**src/rtl/ps2_key_rx.sv**
```systemverilog
// ps2_key_rx: PS/2 keyboard receiver for the pong game core.
// The raw PS/2 pins are synchronized and the clock is debounced. Each 11-bit
// frame (start, 8 data bits LSB first, odd parity, stop) is checked, and the
// frame's byte comes out as a one-cycle rx_valid pulse. A bad frame, or a
// partial frame that stalls, gives a one-cycle rx_err pulse instead.
// The make/break decoder turns the byte stream into level flags for the
// paddle-up key (W or up arrow) and the paddle-down key (S or down arrow).
//
// rx_valid / rx_err: both are single-cycle strobes with no back-pressure.
// rx_data is stable from an rx_valid pulse until the next rx_valid pulse.
// The two strobes are never high in the same cycle.
module ps2_key_rx #(
  parameter int          FILTER_LEN     = 8,
  parameter int          TIMEOUT_CYCLES = 65000,
  parameter logic [7:0]  KEY_UP         = 8'h1D,
  parameter logic [7:0]  KEY_DOWN       = 8'h1B,
  parameter logic [7:0]  EXT_UP         = 8'h75,
  parameter logic [7:0]  EXT_DOWN       = 8'h72
) (
  input  logic       clk,
  input  logic       rst,
  input  logic       ps2_clk,
  input  logic       ps2_data,
  output logic [7:0] rx_data,
  output logic       rx_valid,
  output logic       rx_err,
  output logic       key_up_held,
  output logic       key_down_held
);

  localparam int FW = $clog2(FILTER_LEN + 1);
  localparam int TW = $clog2(TIMEOUT_CYCLES + 1);

  localparam logic [7:0] BREAK_CODE  = 8'hF0;
  localparam logic [7:0] EXTEND_CODE = 8'hE0;

  typedef enum logic {
    S_IDLE = 1'b0,
    S_RECV = 1'b1
  } state_t;

  // ---------------------------------------------------------------------------
  // Input conditioning
  // ---------------------------------------------------------------------------
  logic          clk_s1_q, clk_s2_q;
  logic          dat_s1_q, dat_s2_q;
  logic          filt_q, filt_d;
  logic          filt_prev_q;
  logic [FW-1:0] filt_cnt_q, filt_cnt_d;
  logic          sample_evt;

  // Two-stage synchronizers. They reset to 1, the idle level of the bus.
  always_ff @(posedge clk) begin
    if (rst) begin
      clk_s1_q <= 1'b1;
      clk_s2_q <= 1'b1;
      dat_s1_q <= 1'b1;
      dat_s2_q <= 1'b1;
    end else begin
      clk_s1_q <= ps2_clk;
      clk_s2_q <= clk_s1_q;
      dat_s1_q <= ps2_data;
      dat_s2_q <= dat_s1_q;
    end
  end

  // The filtered clock flips only after FILTER_LEN samples in a row disagree with it.
  always_comb begin
    filt_d     = filt_q;
    filt_cnt_d = '0;
    if (clk_s2_q != filt_q) begin
      if (filt_cnt_q == FW'(FILTER_LEN - 1)) begin
        filt_d     = ~filt_q;
        filt_cnt_d = '0;
      end else begin
        filt_cnt_d = filt_cnt_q + FW'(1);
      end
    end
  end

  // Filter state and the previous filtered level used for edge detection.
  always_ff @(posedge clk) begin
    if (rst) begin
      filt_q      <= 1'b1;
      filt_prev_q <= 1'b1;
      filt_cnt_q  <= '0;
    end else begin
      filt_q      <= filt_d;
      filt_prev_q <= filt_q;
      filt_cnt_q  <= filt_cnt_d;
    end
  end

  // Sample event: a falling edge of the filtered PS/2 clock.
  assign sample_evt = filt_prev_q & ~filt_q;

  // ---------------------------------------------------------------------------
  // Frame receiver
  // ---------------------------------------------------------------------------
  state_t        state_q;
  logic [3:0]    bit_cnt_q;
  logic [7:0]    shift_q;
  logic          par_q;
  logic [TW-1:0] tmo_q;
  logic [7:0]    rx_data_q;
  logic          rx_valid_q;
  logic          rx_err_q;
  logic          frame_ok;

  // Odd parity is over the data byte plus the parity bit. The stop bit must be 1.
  assign frame_ok = dat_s2_q & (^{shift_q, par_q});

  // Frame FSM: collects bits and drives the registered result strobes.
  always_ff @(posedge clk) begin
    if (rst) begin
      state_q    <= S_IDLE;
      bit_cnt_q  <= '0;
      shift_q    <= '0;
      par_q      <= 1'b0;
      tmo_q      <= '0;
      rx_data_q  <= '0;
      rx_valid_q <= 1'b0;
      rx_err_q   <= 1'b0;
    end else begin
      rx_valid_q <= 1'b0;
      rx_err_q   <= 1'b0;
      case (state_q)
        S_IDLE: begin
          tmo_q     <= '0;
          bit_cnt_q <= '0;
          if (sample_evt) begin
            if (!dat_s2_q) begin
              state_q   <= S_RECV;
              bit_cnt_q <= 4'd1;
            end else begin
              // A falling edge without a valid start bit is a framing error.
              rx_err_q <= 1'b1;
            end
          end
        end
        S_RECV: begin
          if (sample_evt) begin
            tmo_q     <= '0;
            bit_cnt_q <= bit_cnt_q + 4'd1;
            if (bit_cnt_q <= 4'd8) begin
              shift_q <= {dat_s2_q, shift_q[7:1]};
            end else if (bit_cnt_q == 4'd9) begin
              par_q <= dat_s2_q;
            end else begin
              state_q   <= S_IDLE;
              bit_cnt_q <= '0;
              if (frame_ok) begin
                rx_data_q  <= shift_q;
                rx_valid_q <= 1'b1;
              end else begin
                rx_err_q <= 1'b1;
              end
            end
          end else if (tmo_q == TW'(TIMEOUT_CYCLES - 1)) begin
            // The keyboard stopped clocking mid-frame, so drop the partial byte.
            rx_err_q  <= 1'b1;
            state_q   <= S_IDLE;
            bit_cnt_q <= '0;
            tmo_q     <= '0;
          end else begin
            tmo_q <= tmo_q + TW'(1);
          end
        end
        default: begin
          state_q <= S_IDLE;
        end
      endcase
    end
  end

  assign rx_data  = rx_data_q;
  assign rx_valid = rx_valid_q;
  assign rx_err   = rx_err_q;

  // ---------------------------------------------------------------------------
  // Make/break key decoder
  // ---------------------------------------------------------------------------
  logic brk_q, brk_d;
  logic ext_q, ext_d;
  logic up_a_q, up_a_d;
  logic up_b_q, up_b_d;
  logic down_a_q, down_a_d;
  logic down_b_q, down_b_d;
  logic up_held_q, down_held_q;

  // Resolve prefixes and key codes. A receive error drops any pending prefix.
  always_comb begin
    brk_d    = brk_q;
    ext_d    = ext_q;
    up_a_d   = up_a_q;
    up_b_d   = up_b_q;
    down_a_d = down_a_q;
    down_b_d = down_b_q;
    if (rx_err_q) begin
      brk_d = 1'b0;
      ext_d = 1'b0;
    end else if (rx_valid_q) begin
      if (rx_data_q == BREAK_CODE) begin
        brk_d = 1'b1;
      end else if (rx_data_q == EXTEND_CODE) begin
        ext_d = 1'b1;
      end else begin
        if (!ext_q) begin
          if (rx_data_q == KEY_UP)   up_a_d   = ~brk_q;
          if (rx_data_q == KEY_DOWN) down_a_d = ~brk_q;
        end else begin
          if (rx_data_q == EXT_UP)   up_b_d   = ~brk_q;
          if (rx_data_q == EXT_DOWN) down_b_d = ~brk_q;
        end
        brk_d = 1'b0;
        ext_d = 1'b0;
      end
    end
  end

  // Decoder state. The held outputs are registered from the next-state values.
  always_ff @(posedge clk) begin
    if (rst) begin
      brk_q       <= 1'b0;
      ext_q       <= 1'b0;
      up_a_q      <= 1'b0;
      up_b_q      <= 1'b0;
      down_a_q    <= 1'b0;
      down_b_q    <= 1'b0;
      up_held_q   <= 1'b0;
      down_held_q <= 1'b0;
    end else begin
      brk_q       <= brk_d;
      ext_q       <= ext_d;
      up_a_q      <= up_a_d;
      up_b_q      <= up_b_d;
      down_a_q    <= down_a_d;
      down_b_q    <= down_b_d;
      up_held_q   <= up_a_d | up_b_d;
      down_held_q <= down_a_d | down_b_d;
    end
  end

  assign key_up_held   = up_held_q;
  assign key_down_held = down_held_q;

endmodule
```
**config.mk**
```make
export PLATFORM = sky130hd
export DESIGN_NAME = ps2_key_rx
export DESIGN_NICKNAME = d
export VERILOG_FILES = /design/src/rtl/ps2_key_rx.sv
export SDC_FILE = /design/constraint.sdc
export NUM_CORES = 1
export LEC_CHECK = 0
export BUFFER_PORTS_ARGS = -buffer_cell sky130_fd_sc_hd__buf_4
export CORE_ASPECT_RATIO = 0.8
export CORE_MARGIN = 5
export CORE_UTILIZATION = 62
export CTS_BUF_LIST = sky130_fd_sc_hd__clkbuf_8
export DETAILED_ROUTE_END_ITERATION = 16
export PLACE_DENSITY = 0.81
export SYNTH_ARGS = -nofsm -noshare
export SYNTH_HDL_FRONTEND = slang
export SYNTH_SLANG_ARGS = --single-unit
```
**constraint.sdc**
```tcl
create_clock -name clk -period 2.23 [get_ports clk]
set_input_delay 0.223 -clock clk [delete_from_list [all_inputs] [get_ports clk]]
set_output_delay 0.223 -clock clk [all_outputs]
set_load 0.05 [all_outputs]
```
==> summary.md <==
| Metric | Value |
|---|---|
| Initial DRC count | `95` |
| Largest family of logic cells by synthesized area | `simple AND/OR/NAND/NOR gates` |
| Vias in the first global route | `1797` |
| Syn Std Cell Area | `2630 um2` |
| Final Cycle Share | `92.0%` |
| Post-synthesis adder-cell area fraction | `2.38%` |
| Antenna violations before repair | `0` |
| XOR/XNOR Fraction of Synth Area | `7.70%` |
| Min Clock Period, post-route | `2.05 ns` |
| Placed cell count | `339` |
| Routed WL | `4.90 mm` |
| Ant diodes | `0` |
| Row cnt | `21` |
| Slowest stage delay, CP | `0.52 ns` |
| P&R area growth vs syn | `14.7%` |
| VDD IR-drop max | `0.000493 V` |
| Largest area contributor in the synthesized netlist | `dfxtp_1` |
| Buffers added on ports | `15` |
| FF+latch count, synth | `58` |
| Mean Syn Cell Area | `9.61 um2` |
| Drt via density | `5.47` |
| Min-delay worst type | `in -> reg` |
| Max Fclk | `487 MHz` |
| CTS tree | `yes` |
| Seq/Total Area, Yosys | `44.1%` |
| Power Dens Cells | `660 nW/um2` |
| Routed via count | `1947` |
| Crit path DAT | `2.31 ns` |
| Synthesized Nets | `283` |
| Asr flop ratio synth | `0%` |
| Share of cells above drive strength 1 | `14.0%` |
| Post-Synth Simple-Gate Area | `27.1%` |
| Die Area | `5660 um2` |
| CTS Root Cell | `clkbuf_8` |
| Place WS | `0.136 ns` |
| Drt drc | `0` |
| H-tree levels | `3` |
| Unrepaired setup endpoints after global routing | `no` |
| Static Leakage | `1.14 nW` |
| CP Launch Type | `register` |
| Gate Count Post-Synth | `274` |
| Post-synth EDFFs | `0` |
| Grt peak-use layer | `met2` |
| YS warnings | `0` |
| Wire per inst | `13.8 um` |
| Worst-path fanout max | `8` |
| Reg2reg end | `rx_data[4]` |
| DP Wirelength | `3.34 mm` |
| Top cell type's share of synthesized area | `44.1%` |
| Post-synth top flop | `dfxtp_1` |
| Die Height | `68.3 um` |
| Initial core utilization | `63.4%` |
| Worst rel slew slack | `60.6%` |
| Power Total | `1.99 mW` |
| Setup TNS | `0 ns` |
| Worst skew pair latency | `0.33 ns` |
| Largest cells by area after synthesis | `dfxtp_1 (44%), mux2i_1 (8.4%), nor2_1 (4.6%), xor2_1 (4.3%), nand2b_1 (4.0%)` |
| Hold EP | `clk_s1_q` |
| Finished Layout Cells | `356` |
| Final Setup Violations | `0` |
| Setup slack, reg-to-reg | `0.18 ns` |
| Fin nets | `303` |
| R2R depth | `7` |
| Slew Viols, Final | `0` |
| Hold path startpoint | `ps2_clk` |
| Global-route wire length before repair | `8.16 mm` |
| Gr usage total | `18.4%` |
| Antenna viol nets, final | `0` |
| Final worst slack | `0.178 ns` |
| Post_cts resized | `0` |
| Largest net degree at the start of global routing | `50` |
| Clock buffer depth | `2` |
| Gp weighted congestion | `0.861` |
| Clock Skew | `0.00499 ns` |
| Final Hold Vio Count | `0` |
| Slowest-stage cell, CP | `or4b_4` |
| Core ar. | `4150 um2` |
| Met1 GRT Util | `23.1%` |
| R2r startpoint | `bit_cnt_q[0]` |
| Crit path cell chain | `inv_1, ha_1, o21bai_1, or4b_4, mux2i_4, buf_12, mux2i_1` |
| Congestion Overflow GR | `0` |
| Slew @ Worst Pin | `0.592 ns` |
| Die outline width | `82.9 um` |
| Max_cap viols | `0` |
| CP endpoint kind | `register` |
| CTS Sinks | `58` |
| Mux cell area share after synthesis | `9.22%` |
| Top-Level Pins | `16` |
| Synth Area in Compound Gates | `7.18%` |
| Most frequent cell after synthesis | `dfxtp_1` |
| Synth cell types | `43` |
| Drt pass-1 iters | `4` |
| Outcome | `finished, final reports clean` |
| CP Class | `reg -> reg` |
| Final Util | `72.7%` |
| CTS clk-pin slew, worst paths | `0.06 ns` |
| Met3 Usage GRT | `6.14%` |
| Commonest cells in the netlist | `dfxtp_1 (58), nor2_1 (32), mux2i_1 (22)` |
| CTS buffer count | `9` |
| Hold Crit Depth | `2` |
| Met2 GRT Util | `28.6%` |
| Critical path required time | `2.49 ns` |
-- kinds of logic after synthesis --
logic type,count (synthesis)
xor+xnor,20
fa+ha+maj,5
simple gates,122
buf+inv,16
mux,23
flops,58
compound gates,30
-- worst max-delay path: cells and delay by family (launching register included) --
kind	cells	cell delay, ns
buf+inv	2	0.24
flops	1	0.37
compound gates	1	0.26
fa+ha+maj	1	0.23
simple gates	1	0.52
mux	2	0.35
-- worst max-delay path by stage --
stage	startpoint	end	slack [ns]
final	bit_cnt_q[0]	rx_data[4]	0.18
after global routing	bit_cnt_q[0]	rx_data[0]	0.06
after CTS	bit_cnt_q[0]	rx_data[4]	0.13
after detailed placement	bit_cnt_q[0]	rx_data[4]	0.14
after global placement	bit_cnt_q[0]	rx_data[4]	0.24
after floorplan	bit_cnt_q[0]	rx_data[0]	0.29
-- where the power goes --
group / switching [mW] / internal [mW]
sequential: 0.00230 / 1.04
clock: 0.375 / 0.549
combinational: 0.0137 / 0.0121
total: 0.391 / 1.60
-- per-stage QoR --
stage	hold WS, ns	cell area (um2)
after global routing	0.0495	3020
after global placement	0.390	2800
after CTS	0.0611	3000
after detailed placement	0.396	2800
after floorplan	0.327	2630
final	0.0746	3020
-- cell usage in the layout (no fill, tap or decap), types with 3 or more instances in the layout --
cell / n
o21ai_0: 4
nand4_1: 7
or3_1: 5
buf_4: 17
mux2i_1: 22
xor2_1: 13
a21oi_1: 12
and2_1: 3
nor2_1: 32
dfxtp_1: 58
and3b_1: 3
nand2b_1: 17
and3_1: 6
or2_2: 5
xnor2_1: 5
clkbuf_8: 14
ha_1: 5
nand2_1: 9
nand3_1: 11
nor4b_1: 3
a22oi_1: 3
nor4bb_1: 5
inv_1: 8
nand3b_1: 5
-- flip-flops by register name, indices dropped and copies added, names as in the netlist, 4 cells and up --
signal / cells
tmo_q: 16
rx_data: 8
shift_q: 8
bit_cnt_q: 4
filt_cnt_q: 4
-- metal layers --
metal / vias to the layer above / part of all wire [%]
met5: - / 0
met4: 0 / 1.6
met3: 7 / 4.4
met2: 35 / 46
met1: 900 / 48
li1: 1005 / -
-- area by class of cell --
class | instances | area, um2
Sequential cell | 58 | 1160
Timing Repair Buffer | 18 | 148
Inverter | 7 | 26.3
Fill cell | 328 | 1130
Multi-Input combinational cell | 200 | 1410
Clock buffer | 14 | 193
Clock inverter | 2 | 8.76
Tap cell | 57 | 71.3
-- what timing repair did --
| item | CTS | global route |
|---|---|---|
| endpoints found under the setup margin | 0 | 2 |
| hold buffers | 0 | 0 |
| buffers inserted | 0 | 1 |
Power figures use the tool's default switching activity.
